[src/rtl/mips_pkg.sv]
// Shared definitions for the MIPS pipeline blocks.
package mips_pkg;

    localparam int WORD_WIDTH = 32;

    typedef enum logic [1:0] {
        SKID_EMPTY = 2'b00,
        SKID_ONE   = 2'b01,
        SKID_FULL  = 2'b10
    } skid_state_t;

endpackage

[src/rtl/skid_slot.sv]
// One data slot of the skid register: WIDTH-bit flop that loads D when En is high.
module skid_slot #(
    parameter int               WIDTH       = 32,
    parameter logic [WIDTH-1:0] RESET_VALUE = '0
) (
    input  logic             Clk,
    input  logic             Rst_n,
    input  logic             En,
    input  logic [WIDTH-1:0] D,
    output logic [WIDTH-1:0] Q
);

    logic [WIDTH-1:0] data_q;
    logic [WIDTH-1:0] data_d;

    // Load the new word when enabled, otherwise hold.
    always_comb begin
        data_d = data_q;
        if (En) begin
            data_d = D;
        end
    end

    // Slot storage with asynchronous active-low reset.
    always_ff @(posedge Clk or negedge Rst_n) begin
        if (!Rst_n) begin
            data_q <= RESET_VALUE;
        end else begin
            data_q <= data_d;
        end
    end

    assign Q = data_q;

endmodule

[src/rtl/skid_register.sv]
// Elastic pipeline-stage register with a 2-entry skid buffer.
// Out_Data is always the main slot; the skid slot absorbs the word that arrives
// in the cycle the consumer first stalls, so In_Ready is a pure state decode.
module skid_register
    import mips_pkg::*;
#(
    parameter int               WIDTH       = WORD_WIDTH,
    parameter logic [WIDTH-1:0] RESET_VALUE = '0
) (
    input  logic             Clk,
    input  logic             Rst_n,
    input  logic             Flush,
    input  logic [WIDTH-1:0] In_Data,
    input  logic             In_Valid,
    output logic             In_Ready,
    output logic [WIDTH-1:0] Out_Data,
    output logic             Out_Valid,
    input  logic             Out_Ready
);

    skid_state_t      state_q;
    skid_state_t      state_d;

    logic             main_en;
    logic             main_from_skid;
    logic             skid_en;
    logic [WIDTH-1:0] main_in;
    logic [WIDTH-1:0] skid_out;

    logic             in_fire;
    logic             out_fire;

    assign Out_Valid = (state_q != SKID_EMPTY);
    assign In_Ready  = (state_q != SKID_FULL);
    assign in_fire   = In_Valid & In_Ready;
    assign out_fire  = Out_Valid & Out_Ready;

    // Next-state and slot load control; Flush overrides any handshake.
    always_comb begin
        state_d        = state_q;
        main_en        = 1'b0;
        main_from_skid = 1'b0;
        skid_en        = 1'b0;
        if (Flush) begin
            state_d = SKID_EMPTY;
        end else begin
            case (state_q)
                SKID_EMPTY: begin
                    if (in_fire) begin
                        main_en = 1'b1;
                        state_d = SKID_ONE;
                    end
                end
                SKID_ONE: begin
                    if (in_fire && out_fire) begin
                        main_en = 1'b1;
                    end else if (in_fire) begin
                        skid_en = 1'b1;
                        state_d = SKID_FULL;
                    end else if (out_fire) begin
                        state_d = SKID_EMPTY;
                    end
                end
                SKID_FULL: begin
                    if (out_fire) begin
                        main_en        = 1'b1;
                        main_from_skid = 1'b1;
                        state_d        = SKID_ONE;
                    end
                end
                default: begin
                    state_d = SKID_EMPTY;
                end
            endcase
        end
    end

    // Control state register.
    always_ff @(posedge Clk or negedge Rst_n) begin
        if (!Rst_n) begin
            state_q <= SKID_EMPTY;
        end else begin
            state_q <= state_d;
        end
    end

    // Main slot refills from the skid slot when draining a FULL buffer.
    always_comb begin
        main_in = In_Data;
        if (main_from_skid) begin
            main_in = skid_out;
        end
    end

    skid_slot #(
        .WIDTH       (WIDTH),
        .RESET_VALUE (RESET_VALUE)
    ) u_main_slot (
        .Clk   (Clk),
        .Rst_n (Rst_n),
        .En    (main_en),
        .D     (main_in),
        .Q     (Out_Data)
    );

    skid_slot #(
        .WIDTH       (WIDTH),
        .RESET_VALUE (RESET_VALUE)
    ) u_skid_slot (
        .Clk   (Clk),
        .Rst_n (Rst_n),
        .En    (skid_en),
        .D     (In_Data),
        .Q     (skid_out)
    );

endmodule

[config.mk]
export PLATFORM = sky130hd
export DESIGN_NAME = skid_register
export DESIGN_NICKNAME = d
export VERILOG_FILES = /design/src/rtl/mips_pkg.sv /design/src/rtl/skid_slot.sv /design/src/rtl/skid_register.sv
export SDC_FILE = /design/constraint.sdc
export NUM_CORES = 1
export LEC_CHECK = 0
export ABC_CLOCK_PERIOD_IN_PS = 2500
export CORE_MARGIN = 4
export CORE_UTILIZATION = 52
export CTS_CLUSTER_SIZE = 28
export DETAILED_ROUTE_END_ITERATION = 7
export DONT_BUFFER_PORTS = 1
export GPL_ROUTABILITY_DRIVEN = 0
export PLACE_DENSITY_LB_ADDON = 0.2
export SYNTH_ARGS = -nofsm -noshare
export SYNTH_HDL_FRONTEND = slang
export SYNTH_SLANG_ARGS = --single-unit
export TNS_END_PERCENT = 20
[constraint.sdc]
create_clock -name Clk -period 2.5 [get_ports Clk]
set_input_delay 0.25 -clock Clk [delete_from_list [all_inputs] [get_ports Clk]]
set_output_delay 0.25 -clock Clk [all_outputs]
set_load 0.05 [all_outputs]
==> results.json <==
{
  "io_pins": 71,
  "synth_top_area_frac": 0.569,
  "post_cts_buffers": 0,
  "finalHoldViolCount": 0,
  "grt_pass1_wl_microns": 8430,
  "place_hpwl_microns": 3560,
  "status": "finished, final reports clean",
  "leakage_nw": 1.36,
  "max_freq_ghz": 0.487,
  "h-tree-depth": 3,
  "syn_inst": 187,
  "avgSynthCellArea_sq_um": 15.5,
  "final-setup-viol-count": 0,
  "cts-buffers-inserted": 9,
  "slew_violations": 0,
  "drt-initial-drc-count": 40,
  "num-fill-cells": 434,
  "placed_cell_area_sq_um": 2980,
  "synthTopCellsByArea": "dfrtp_1, mux2_2, mux2_1",
  "crit_fanout": 32,
  "synth_nets": 224,
  "crit_path_end_kind": "flop",
  "crit_type": "flop to flop",
  "fin_area_sq_um": 3220,
  "synth-edff-count": 0,
  "synth_cell_types": 18,
  "ys_ff_latch": 66,
  "dr.pass1.iters": 6,
  "regArea_sq_um": 1650,
  "synth-main-ff-cell": "dfrtp_1",
  "nets": 233,
  "avgViaCountPerCell": 5.58,
  "core_region_area_sq_um": 5270,
  "tightestPinTransition_ns": 0.540,
  "cts-root-buf": "clkbuf_8",
  "async_flop_share": 1.00,
  "dp_slack_ns": 0.457,
  "cts_buffer_depth": 2,
  "critPathLaunchType": "flop",
  "r2r-start": "state_q[0]$_DFFE_PN0P_",
  "maxCapViolations": 0,
  "yosysMostFrequentCell": "mux2_2",
  "yosys.area.top_type": "dfrtp_1",
  "p_per_area_nw_per_um2": 932,
  "yosysWarnings": 0,
  "slew_headroom": 0.639,
  "row_count": 26,
  "track_usage": 0.167,
  "syn-cell-area_sq_um": 2900,
  "via_count": 1511,
  "n_antenna_cell": 0,
  "ant_nets": 0,
  "vdd_drop_max_mv": 0.586,
  "io_buffers": 0,
  "timing.final.ws_setup_ns": 0.448,
  "grt_overflow_total": 0,
  "grt_max_degree": 67,
  "wl_microns": 5160,
  "grt_pass1_vias": 1748,
  "post_drt_wl_per_cell_microns": 19.0,
  "required_ns": 2.70,
  "post-route-min-period_ns": 2.05,
  "hp-class": "input pin to flop",
  "antenna_found_initial": 0,
  "path_clk_slew_ns": 0.07,
  "cts_tree": "yes",
  "dieArea_sq_um": 6840,
  "start_util": 0.551,
  "drc": 0,
  "die_width_microns": 82.7,
  "period_share": 0.821,
  "insertion_delay_ns": 0.32,
  "crit_start": "state_q[0]$_DFFE_PN0P_",
  "multi_input_area_sq_um": 1190,
  "cp_data_arrival_time_ns": 2.25,
  "synth_common_cells": "mux2_2, dfrtp_1, buf_2",
  "finalSetupTns_ns": 0,
  "clock_skew_ns": 0.00349,
  "seq_area_frac_synth": 0.569,
  "drive_gt1_frac": 0.567,
  "min_from": "In_Data[12]",
  "cts_sinks": 66,
  "die_h_microns": 82.7,
  "rrSetupSlack_ns": 0.45,
  "area_delta_synth_final_pct": 11.1,
  "rsz0062_at_grt": "false"
}
[stage by stage]
step | hold slack (ns) | total power, mW | utilization | cells
2_1_floorplan | -0.0456 | 2.10 | - | 187
3_3_place_gp | -0.0440 | 2.16 | 0.566 | 251
3_5_place_dp | -0.0440 | 2.20 | 0.566 | 251
4_1_cts | 0.0578 | 3.03 | 0.612 | 271
5_1_grt | 0.0518 | 3.15 | 0.612 | 271
6_report | 0.0776 | 3.01 | 0.612 | 271
[kinds of logic (layout without fill, tap and decap cells)]
kind of cell,count (synthesis),after routing,synth area share
compound gates,4,4,0.00776
buf+inv,10,24,0.0233
flops,66,66,0.569
mux,97,97,0.376
simple gates,10,10,0.0237
[per-layer routing]
layer,vias up,GRT usage,part of all wire
li1,691,-,-
met1,768,0.180,0.37
met2,44,0.290,0.52
met3,8,0.0683,0.10
met4,0,0.0686,0.0099
met5,-,0,0
[worst max-delay path, cell delays in order, from the launching register on]
cell and delay, ns:
dfrtp_1 0.45, nor2b_2 0.19, inv_2 0.16, nor3b_4 0.26, buf_12 0.24, mux2_2 0.35
mux2_1 0.29
[state kept, by name (all words and copies together), names as in the netlist]
name,cells
state_q,2
u_main_slot.Q,32
u_skid_slot.Q,32
[what timing repair did]
item / 4_1_cts / 5_1_grt
hold buffers: 4 / 0
gates resized for setup: 0 / 0
hold endpoints to repair: 68 / 0
[layout make-up]
type | instances | share of cell area
Sequential cell | 66 | 0.512
Multi-Input combinational cell | 111 | 0.370
Clock buffer | 14 | 0.0536
Timing Repair Buffer | 7 | 0.0326
Tap cell | 70 | 0.0272
Clock inverter | 2 | 0.00310
Inverter | 1 | 0.00116
[cell usage in the layout (no fill, tap or decap), types with 2 or more instances in the layout]
| cell type | netlist | routed |
|---|---|---|
| mux2_1 | 5 | 5 |
| buf_12 | 0 | 2 |
| nor2_1 | 3 | 3 |
| clkinv_2 | 0 | 2 |
| dlygate4sd3_1 | 0 | 3 |
| clkbuf_1 | 0 | 2 |
| mux2_2 | 91 | 91 |
| clkbuf_8 | 0 | 12 |
| dfrtp_1 | 66 | 66 |
[where the power goes]
group	internal [mW]	switching [mW]	total [mW]
sequential	1.31	0.520	1.83
combinational	0.237	0.125	0.362
clock	0.439	0.371	0.810
[path summary, 6_finish.rpt]
path / endpoint / cells past startpoint
max reg2reg: u_main_slot.Q[21]$_DFFE_PN0P_ / 6
min reg2reg: u_skid_slot.Q[11]$_DFFE_PN0P_ / 1
min: u_skid_slot.Q[12]$_DFFE_PN0P_ / 1
min in group asynchronous: u_main_slot.Q[0]$_DFFE_PN0P_ / 2
max: u_main_slot.Q[21]$_DFFE_PN0P_ / 6
max in group asynchronous: u_skid_slot.Q[17]$_DFFE_PN0P_ / 2
No activity file was read; power rests on OpenSTA's default activity.
